--- src/rtl/delay_tap_client_if.sv ---
// rtl/delay_tap_client_if.sv - alloc/read/write request bus between a delay tap client and the delay memory master
interface delay_tap_client_if #(
    parameter int data_width   = 16,
    parameter int size_width   = 24,
    parameter int handle_width = 5
);
    logic                           alloc_req;
    logic        [size_width-1:0]   alloc_size;
    logic        [size_width-1:0]   alloc_delay;
    logic                           read_req;
    logic        [handle_width-1:0] read_handle;
    logic signed [data_width-1:0]   read_data;
    logic                           read_valid;
    logic                           write_req;
    logic        [handle_width-1:0] write_handle;
    logic signed [data_width-1:0]   write_data;
    logic signed [data_width-1:0]   write_inc;
    logic                           write_ack;
    logic                           invalid_alloc;
    logic                           invalid_read;
    logic                           invalid_write;

    modport master (
        output alloc_req, alloc_size, alloc_delay,
        output read_req, read_handle,
        input  read_data, read_valid,
        output write_req, write_handle, write_data, write_inc,
        input  write_ack,
        input  invalid_alloc, invalid_read, invalid_write
    );

    modport slave (
        input  alloc_req, alloc_size, alloc_delay,
        input  read_req, read_handle,
        output read_data, read_valid,
        input  write_req, write_handle, write_data, write_inc,
        output write_ack,
        output invalid_alloc, invalid_read, invalid_write
    );
endinterface

--- src/rtl/delay_tap_client.sv ---
// rtl/delay_tap_client.sv - per-slot delay line client: allocates a buffer, then reads, feeds back and mixes each sample
module delay_tap_client #(
    parameter int data_width   = 16,
    parameter int size_width   = 24,
    parameter int handle_width = 5,
    parameter int timeout      = 64
) (
    input  logic                           clk,
    input  logic                           reset,
    input  logic                           enable,
    input  logic                           cfg_start,
    input  logic        [size_width-1:0]   cfg_size,
    input  logic        [size_width-1:0]   cfg_delay,
    input  logic        [handle_width-1:0] cfg_handle,
    input  logic signed [data_width-1:0]   cfg_feedback,
    input  logic        [data_width-1:0]   cfg_mix,
    output logic                           cfg_done,
    output logic                           cfg_error,
    input  logic signed [data_width-1:0]   sample_in,
    input  logic                           sample_in_valid,
    output logic signed [data_width-1:0]   sample_out,
    output logic                           sample_out_valid,
    input  logic signed [data_width-1:0]   mod_inc,
    output logic                           busy,
    output logic                           overrun,
    output logic                           timeout_err,
    delay_tap_client_if.master             mem
);
    localparam int acc_width = 2 * data_width + 2;
    localparam int cnt_width = $clog2(timeout + 1);
    localparam logic [cnt_width-1:0]  cnt_last = cnt_width'(timeout - 1);
    localparam logic [cnt_width-1:0]  cnt_one  = cnt_width'(1);
    localparam logic [data_width-1:0] mix_one  = data_width'(16384);
    localparam logic signed [acc_width-1:0] unity = acc_width'(16384);
    localparam logic signed [acc_width-1:0] sat_max =
        $signed({{(data_width + 3){1'b0}}, {(data_width - 1){1'b1}}});
    localparam logic signed [acc_width-1:0] sat_min =
        $signed({{(data_width + 3){1'b1}}, {(data_width - 1){1'b0}}});

    typedef enum logic [2:0] {
        UNCFG, ALLOC_CHK, IDLE, READ_WAIT, WRITE_REQ, WRITE_WAIT, OUT
    } state_t;

    state_t                        state;
    logic        [cnt_width-1:0]   cnt;
    logic                          alloc_bad;
    logic        [handle_width-1:0] handle;
    logic signed [data_width-1:0]  feedback;
    logic        [data_width-1:0]  mix;
    logic signed [data_width-1:0]  wet;
    logic signed [data_width-1:0]  sample_lat;
    logic signed [data_width-1:0]  inc_lat;

    logic signed [2*data_width-1:0] fb_prod;
    logic signed [acc_width-1:0]    fb_sum;
    logic signed [acc_width-1:0]    mix_w;
    logic signed [acc_width-1:0]    mix_acc;

    function automatic logic signed [data_width-1:0] sat(input logic signed [acc_width-1:0] v);
        if (v > sat_max)      return sat_max[data_width-1:0];
        else if (v < sat_min) return sat_min[data_width-1:0];
        else                  return v[data_width-1:0];
    endfunction

    // Feedback and mix both treat 16384 as unity gain (Q1.14).
    always_comb begin
        fb_prod = (2*data_width)'(wet) * (2*data_width)'(feedback);
        fb_sum  = acc_width'(sample_lat) + acc_width'(fb_prod >>> 14);
        mix_w   = $signed({{(data_width + 2){1'b0}}, mix});
        mix_acc = (acc_width'(sample_lat) * (unity - mix_w) + acc_width'(wet) * mix_w) >>> 14;
    end

    always_ff @(posedge clk) begin
        if (reset) begin
            state             <= UNCFG;
            cnt               <= '0;
            alloc_bad         <= 1'b0;
            handle            <= '0;
            feedback          <= '0;
            mix               <= '0;
            wet               <= '0;
            sample_lat        <= '0;
            inc_lat           <= '0;
            cfg_done          <= 1'b0;
            cfg_error         <= 1'b0;
            sample_out        <= '0;
            sample_out_valid  <= 1'b0;
            busy              <= 1'b0;
            overrun           <= 1'b0;
            timeout_err       <= 1'b0;
            mem.alloc_req     <= 1'b0;
            mem.alloc_size    <= '0;
            mem.alloc_delay   <= '0;
            mem.read_req      <= 1'b0;
            mem.read_handle   <= '0;
            mem.write_req     <= 1'b0;
            mem.write_handle  <= '0;
            mem.write_data    <= '0;
            mem.write_inc     <= '0;
        end else if (enable) begin
            mem.alloc_req    <= 1'b0;
            mem.read_req     <= 1'b0;
            mem.write_req    <= 1'b0;
            cfg_error        <= 1'b0;
            sample_out_valid <= 1'b0;
            timeout_err      <= 1'b0;
            overrun          <= sample_in_valid && state != UNCFG && state != IDLE;

            if (cfg_start) begin
                handle          <= cfg_handle;
                feedback        <= cfg_feedback;
                mix             <= (cfg_mix > mix_one) ? mix_one : cfg_mix;
                mem.alloc_req   <= 1'b1;
                mem.alloc_size  <= cfg_size;
                mem.alloc_delay <= cfg_delay;
                cfg_done        <= 1'b0;
                busy            <= 1'b1;
                alloc_bad       <= 1'b0;
                cnt             <= '0;
                state           <= ALLOC_CHK;
            end else begin
                case (state)
                    UNCFG: ;
                    ALLOC_CHK: begin
                        // A reject on either of the two check cycles fails the allocation.
                        if (cnt == cnt_one) begin
                            busy <= 1'b0;
                            cnt  <= '0;
                            if (alloc_bad || mem.invalid_alloc) begin
                                cfg_error <= 1'b1;
                                state     <= UNCFG;
                            end else begin
                                cfg_done <= 1'b1;
                                state    <= IDLE;
                            end
                        end else begin
                            cnt       <= cnt + cnt_one;
                            alloc_bad <= alloc_bad || mem.invalid_alloc;
                        end
                    end
                    IDLE: begin
                        if (sample_in_valid) begin
                            sample_lat      <= sample_in;
                            inc_lat         <= mod_inc;
                            mem.read_req    <= 1'b1;
                            mem.read_handle <= handle;
                            busy            <= 1'b1;
                            cnt             <= '0;
                            state           <= READ_WAIT;
                        end
                    end
                    READ_WAIT: begin
                        if (mem.read_valid) begin
                            wet   <= mem.read_data;
                            cnt   <= '0;
                            state <= WRITE_REQ;
                        end else if (mem.invalid_read || cnt == cnt_last) begin
                            wet         <= '0;
                            timeout_err <= 1'b1;
                            cnt         <= '0;
                            state       <= WRITE_REQ;
                        end else begin
                            cnt <= cnt + cnt_one;
                        end
                    end
                    WRITE_REQ: begin
                        mem.write_req    <= 1'b1;
                        mem.write_handle <= handle;
                        mem.write_data   <= sat(fb_sum);
                        mem.write_inc    <= inc_lat;
                        cnt              <= '0;
                        state            <= WRITE_WAIT;
                    end
                    WRITE_WAIT: begin
                        if (mem.write_ack) begin
                            cnt   <= '0;
                            state <= OUT;
                        end else if (mem.invalid_write || cnt == cnt_last) begin
                            timeout_err <= 1'b1;
                            cnt         <= '0;
                            state       <= OUT;
                        end else begin
                            cnt <= cnt + cnt_one;
                        end
                    end
                    OUT: begin
                        sample_out       <= sat(mix_acc);
                        sample_out_valid <= 1'b1;
                        busy             <= 1'b0;
                        cnt              <= '0;
                        state            <= IDLE;
                    end
                    default: state <= UNCFG;
                endcase
            end
        end
    end
endmodule
--- src/flat_wrapper.sv ---
// flat-port wrapper written by rule: the top's interface ports become plain ports
module delay_tap_client_flat 
#(
    parameter int data_width   = 16,
    parameter int size_width   = 24,
    parameter int handle_width = 5,
    parameter int timeout      = 64
)
  (clk, reset, enable, cfg_start, cfg_size, cfg_delay, cfg_handle, cfg_feedback, cfg_mix, cfg_done, cfg_error, sample_in, sample_in_valid, sample_out, sample_out_valid, mod_inc, busy, overrun, timeout_err, mem_alloc_req, mem_alloc_size, mem_alloc_delay, mem_read_req, mem_read_handle, mem_read_data, mem_read_valid, mem_write_req, mem_write_handle, mem_write_data, mem_write_inc, mem_write_ack, mem_invalid_alloc, mem_invalid_read, mem_invalid_write);
  delay_tap_client_if #(.data_width(data_width), .size_width(size_width), .handle_width(handle_width)) mem_i ();
  input  logic clk;
  input  logic reset;
  input  logic enable;
  input  logic cfg_start;
  input  logic        [size_width-1:0] cfg_size;
  input  logic        [size_width-1:0] cfg_delay;
  input  logic        [handle_width-1:0] cfg_handle;
  input  logic signed [data_width-1:0] cfg_feedback;
  input  logic        [data_width-1:0] cfg_mix;
  output logic cfg_done;
  output logic cfg_error;
  input  logic signed [data_width-1:0] sample_in;
  input  logic sample_in_valid;
  output logic signed [data_width-1:0] sample_out;
  output logic sample_out_valid;
  input  logic signed [data_width-1:0] mod_inc;
  output logic busy;
  output logic overrun;
  output logic timeout_err;
  output wire logic [$bits(mem_i.alloc_req)-1:0] mem_alloc_req;
  output wire logic [$bits(mem_i.alloc_size)-1:0] mem_alloc_size;
  output wire logic [$bits(mem_i.alloc_delay)-1:0] mem_alloc_delay;
  output wire logic [$bits(mem_i.read_req)-1:0] mem_read_req;
  output wire logic [$bits(mem_i.read_handle)-1:0] mem_read_handle;
  input wire logic [$bits(mem_i.read_data)-1:0] mem_read_data;
  input wire logic [$bits(mem_i.read_valid)-1:0] mem_read_valid;
  output wire logic [$bits(mem_i.write_req)-1:0] mem_write_req;
  output wire logic [$bits(mem_i.write_handle)-1:0] mem_write_handle;
  output wire logic [$bits(mem_i.write_data)-1:0] mem_write_data;
  output wire logic [$bits(mem_i.write_inc)-1:0] mem_write_inc;
  input wire logic [$bits(mem_i.write_ack)-1:0] mem_write_ack;
  input wire logic [$bits(mem_i.invalid_alloc)-1:0] mem_invalid_alloc;
  input wire logic [$bits(mem_i.invalid_read)-1:0] mem_invalid_read;
  input wire logic [$bits(mem_i.invalid_write)-1:0] mem_invalid_write;
  assign mem_alloc_req = mem_i.alloc_req;
  assign mem_alloc_size = mem_i.alloc_size;
  assign mem_alloc_delay = mem_i.alloc_delay;
  assign mem_read_req = mem_i.read_req;
  assign mem_read_handle = mem_i.read_handle;
  assign mem_i.read_data = mem_read_data;
  assign mem_i.read_valid = mem_read_valid;
  assign mem_write_req = mem_i.write_req;
  assign mem_write_handle = mem_i.write_handle;
  assign mem_write_data = mem_i.write_data;
  assign mem_write_inc = mem_i.write_inc;
  assign mem_i.write_ack = mem_write_ack;
  assign mem_i.invalid_alloc = mem_invalid_alloc;
  assign mem_i.invalid_read = mem_invalid_read;
  assign mem_i.invalid_write = mem_invalid_write;
  delay_tap_client #(.data_width(data_width), .size_width(size_width), .handle_width(handle_width), .timeout(timeout)) u_core (.clk(clk), .reset(reset), .enable(enable), .cfg_start(cfg_start), .cfg_size(cfg_size), .cfg_delay(cfg_delay), .cfg_handle(cfg_handle), .cfg_feedback(cfg_feedback), .cfg_mix(cfg_mix), .cfg_done(cfg_done), .cfg_error(cfg_error), .sample_in(sample_in), .sample_in_valid(sample_in_valid), .sample_out(sample_out), .sample_out_valid(sample_out_valid), .mod_inc(mod_inc), .busy(busy), .overrun(overrun), .timeout_err(timeout_err), .mem(mem_i));
endmodule
--- config.mk ---
export PLATFORM = sky130hd
export DESIGN_NAME = delay_tap_client_flat
export DESIGN_NICKNAME = d
export VERILOG_FILES = /design/src/rtl/delay_tap_client_if.sv /design/src/rtl/delay_tap_client.sv /design/src/flat_wrapper.sv
export SDC_FILE = /design/constraint.sdc
export NUM_CORES = 2
export LEC_CHECK = 0
export CORE_MARGIN = 2
export CORE_UTILIZATION = 67
export CTS_CLUSTER_DIAMETER = 100
export CTS_CLUSTER_SIZE = 30
export DETAILED_ROUTE_END_ITERATION = 10
export GPL_TIMING_DRIVEN = 0
export PLACE_DENSITY = 0.86
export RECOVER_POWER = 50
export SETUP_SLACK_MARGIN = 0.3
export SYNTH_ARGS = -nofsm -noshare
export SYNTH_HDL_FRONTEND = slang
export SYNTH_SLANG_ARGS = --single-unit
export TNS_END_PERCENT = 10
--- constraint.sdc ---
create_clock -name clk -period 20 [get_ports clk]
set_clock_uncertainty 0.1 [all_clocks]
set_input_delay 4 -clock clk [delete_from_list [all_inputs] [get_ports clk]]
set_output_delay 4 -clock clk [all_outputs]
set_load 0.01 [all_outputs]
==> impl_metrics.py <==
metrics = {
    "critical_path": {
        "cp-start-kind": "register",
        "cp.arrival_ps": 11620,
        "cp_max_fo": 10,
        "required_ps": 20290,
        "worst_setup_path_end_kind": "register",
        "slowest_delay_ps": 770,
        "path_common_cell": "fa_1",
        "slowest_stage": "xor2_1",
        "crit_type": "register to register",
    },
    "synth": {
        "synth_cell_types": 69,
        "synth_area_leaders": "fa_1 41%, dfxtp_1 11%, inv_1 10%, ha_1 10%, and2_1 6.2%",
        "syn_inst": 4381,
        "synth_top_area_share_pct": 41.2,
        "synth_top_area_cell": "fa_1",
        "synth-edff-count": 0,
        "synth_warnings": 0,
        "syn-num-nets": 5618,
        "synth-seq-cells": 211,
        "async_flop_share_pct": 0,
        "syn-cell-area_mm2": 0.0382,
        "synthFlopType": "dfxtp_1",
        "synth-seq-area-share_pct": 11.1,
        "syn_area_per_cell_um2": 8.72,
    },
    "cts": {
        "clock_sinks": 211,
        "clock_latency_ps": 530,
        "cts_root_buf": "clkbuf_16",
        "cts_buffers": 13,
        "cts_tree": "yes",
        "clockBufferDepth": 3,
        "postCtsSetupBuffers": 0,
        "clkTransAtPathRegs_ps": 120,
        "cts-resized-gates": 0,
        "ctsHoldBuffers": 0,
        "htreeDepth": 1,
    },
    "final_layout": {
        "fill_cells": 4119,
        "layout_common_cells": "1,035 x inv_1, 787 x fa_1, 624 x nand2_1",
        "layout.nets": 5890,
        "area_growth_pct": 10.5,
        "drive_gt1_share_pct": 1.01,
        "final_common_cell": "inv_1",
    },
    "timing": {
        "setup_viol": 0,
        "fmax_mhz": 88.2,
        "period_share_pct": 56.7,
        "relSlewSlack_pct": 11.4,
        "tns_ps": 0,
        "layout_min_cycle_time_ps": 11330,
        "hold_viol_final": 0,
        "rsz0062_at_grt": "false",
        "slew_viol_final": 0,
        "tightestPinTransition_ps": 1320,
    },
    "die": {
        "initial_utilization_pct": 67.8,
        "core_area_mm2": 0.0564,
        "fp.dieArea_mm2": 0.0590,
        "pin_count": 258,
        "die_h_um": 243,
        "fp.dieW_um": 243,
        "fp-row-count": 87,
    },
    "global_routing": {
        "grt_usage_pct": 39.4,
        "grtUsageMet2_pct": 63.4,
        "gr-max-usage-layer": "met2",
        "grt_max_degree": 31,
        "grt_pass1_wl_mm": 178,
        "first_global_vias": 32800,
        "overflow": 0,
        "antenna_found_initial": 8,
        "globalRouteMet3Util_pct": 10.6,
        "grtUsageMet1_pct": 48.6,
    },
    "drt": {
        "drtIter0Drc": 2417,
        "via_per_inst": 5.68,
        "drtAntennaViolNets": 0,
        "wire_per_inst_um": 20.7,
        "wl_mm": 112,
        "drtPass1Iterations": 6,
        "post-route-drc-count": 0,
        "num_vias": 30800,
    },
    "status": {
        "status": "finished, final reports clean",
    },
    "pwr": {
        "p_int_uw": 628,
        "switching_share_pct": 31.1,
        "leakage_uw": 0.0209,
        "comb_power_share_pct": 16.7,
        "vdd_drop_max_mv": 0.0714,
        "finalPower_uw": 912,
        "p_switching_uw": 284,
        "clkPwrFrac_pct": 35.5,
        "seq_power_share_pct": 47.8,
        "power_density_mw_per_mm2": 21.6,
    },
    "placement": {
        "hpwl_mm": 94.7,
        "io_buffers": 255,
        "place.gp.congestion": 1.00,
    },
    "hold_path": {
        "hold_path_class": "register to register",
    },
    "flow_run": {
        "drv_cap": 0,
    },
}
-- per-stage QoR --
step,hold slack (ps),instances,area [µm²],util [%],setup WS (ps)
6_report,342,5417,42200,74.9,8670
5_1_grt,367,5416,42200,74.9,8230
4_1_cts,348,5413,42200,74.8,8780
3_5_place_dp,345,5393,41700,74.0,8850
3_3_place_gp,335,5392,41700,74.0,8580
2_1_floorplan,332,4381,38200,-,10680
-- kinds of logic (layout without fill, tap and decap cells) --
| logic type | Yosys count | count (layout) | share of synthesized area (%) |
|---|---|---|---|
| and+or+nand+nor | 1351 | 1351 | 16.8 |
| buffers and inverters | 1242 | 1519 | 12.3 |
| adders and majority gates | 1094 | 1094 | 51.3 |
| AOI/OAI and AO/OA | 399 | 399 | 6.56 |
| DFF | 211 | 211 | 11.1 |
| xor gates and xnor gates | 79 | 79 | 1.86 |
| muxes | 5 | 5 | 0.141 |
| other | 0 | 3 | 0 |
-- critical path, delay by kind of cell, from the launching register on --
| family | cells | cell delay, ps |
|---|---|---|
| adders and majority gates | 10 | 4680 |
| xor gates and xnor gates | 2 | 980 |
| DFF | 1 | 320 |
| AOI/OAI and AO/OA | 6 | 1180 |
| buffers and inverters | 12 | 2100 |
| and+or+nand+nor | 6 | 1810 |
-- flip-flops by register name (all words and copies together), names as in the netlist, 7 cells and up --
register and count:
u_core.sample_lat 16, u_core.inc_lat 16, u_core.mem.write_data 16, u_core.mem.alloc_delay 24
u_core.wet 16, u_core.sample_out 16, u_core.feedback 16, u_core.mem.write_inc 16
u_core.mem.alloc_size 24, u_core.mix 16, u_core.cnt 7
-- path summary, 6_finish.rpt --
path,startpoint,end,slack [ps],depth (start not counted)
worst max-delay path,u_core.mix[1],u_core.sample_out[11],8670,36
worst min-delay path,u_core.inc_lat[0],u_core.mem.write_inc[0],340,2
worst max register to register,u_core.mix[1],u_core.sample_out[11],8670,36
worst min register to register,u_core.inc_lat[0],u_core.mem.write_inc[0],340,2
-- synth_stat cells, types with 7 or more instances --
cell type and instances:
o21bai_1 7, xnor2_1 56, nand2b_1 21, a22oi_1 18
dfxtp_1 211, a22o_1 14, o21ai_0 38, nand2_1 624
nor2b_1 49, nor3_1 39, nand3_1 12, o21a_1 23
ha_1 307, a31oi_1 21, and3_1 19, nand4_1 13
inv_1 1035, xor2_1 22, fa_1 787, nor2_1 167
a21o_1 31, and2_1 378, o21ai_1 13, clkbuf_1 193
a21oi_1 181
-- metal layers --
metal | share of wire, % | vias up
met4 | 6.8 | 6
li1 | - | 13500
met1 | 36 | 15100
met5 | 0.033 | -
met2 | 46 | 1681
met3 | 11 | 446
-- final cells by class --
type | count | area (µm²) | share of cell area [%]
Timing Repair Buffer | 257 | 2570 | 6.09
Buffer | 205 | 798 | 1.89
Antenna cell | 3 | 7.51 | 0.0178
Tap cell | 756 | 946 | 2.24
Clock inverter | 7 | 144 | 0.341
Sequential cell | 211 | 4220 | 10.0
Inverter | 1037 | 3890 | 9.22
Clock buffer | 13 | 325 | 0.771
Multi-Input combinational cell | 2928 | 29300 | 69.4
-- power by group through the flow --
stage / logic [µW] / registers (µW) / clock network (µW)
after floorplan: 65.2 / 444 / 0
after global placement: 147 / 445 / 0
after detailed placement: 149 / 445 / 0
after CTS: 150 / 435 / 325
after global routing: 161 / 436 / 341
final: 152 / 436 / 324
Power figures use the tool's default switching activity.
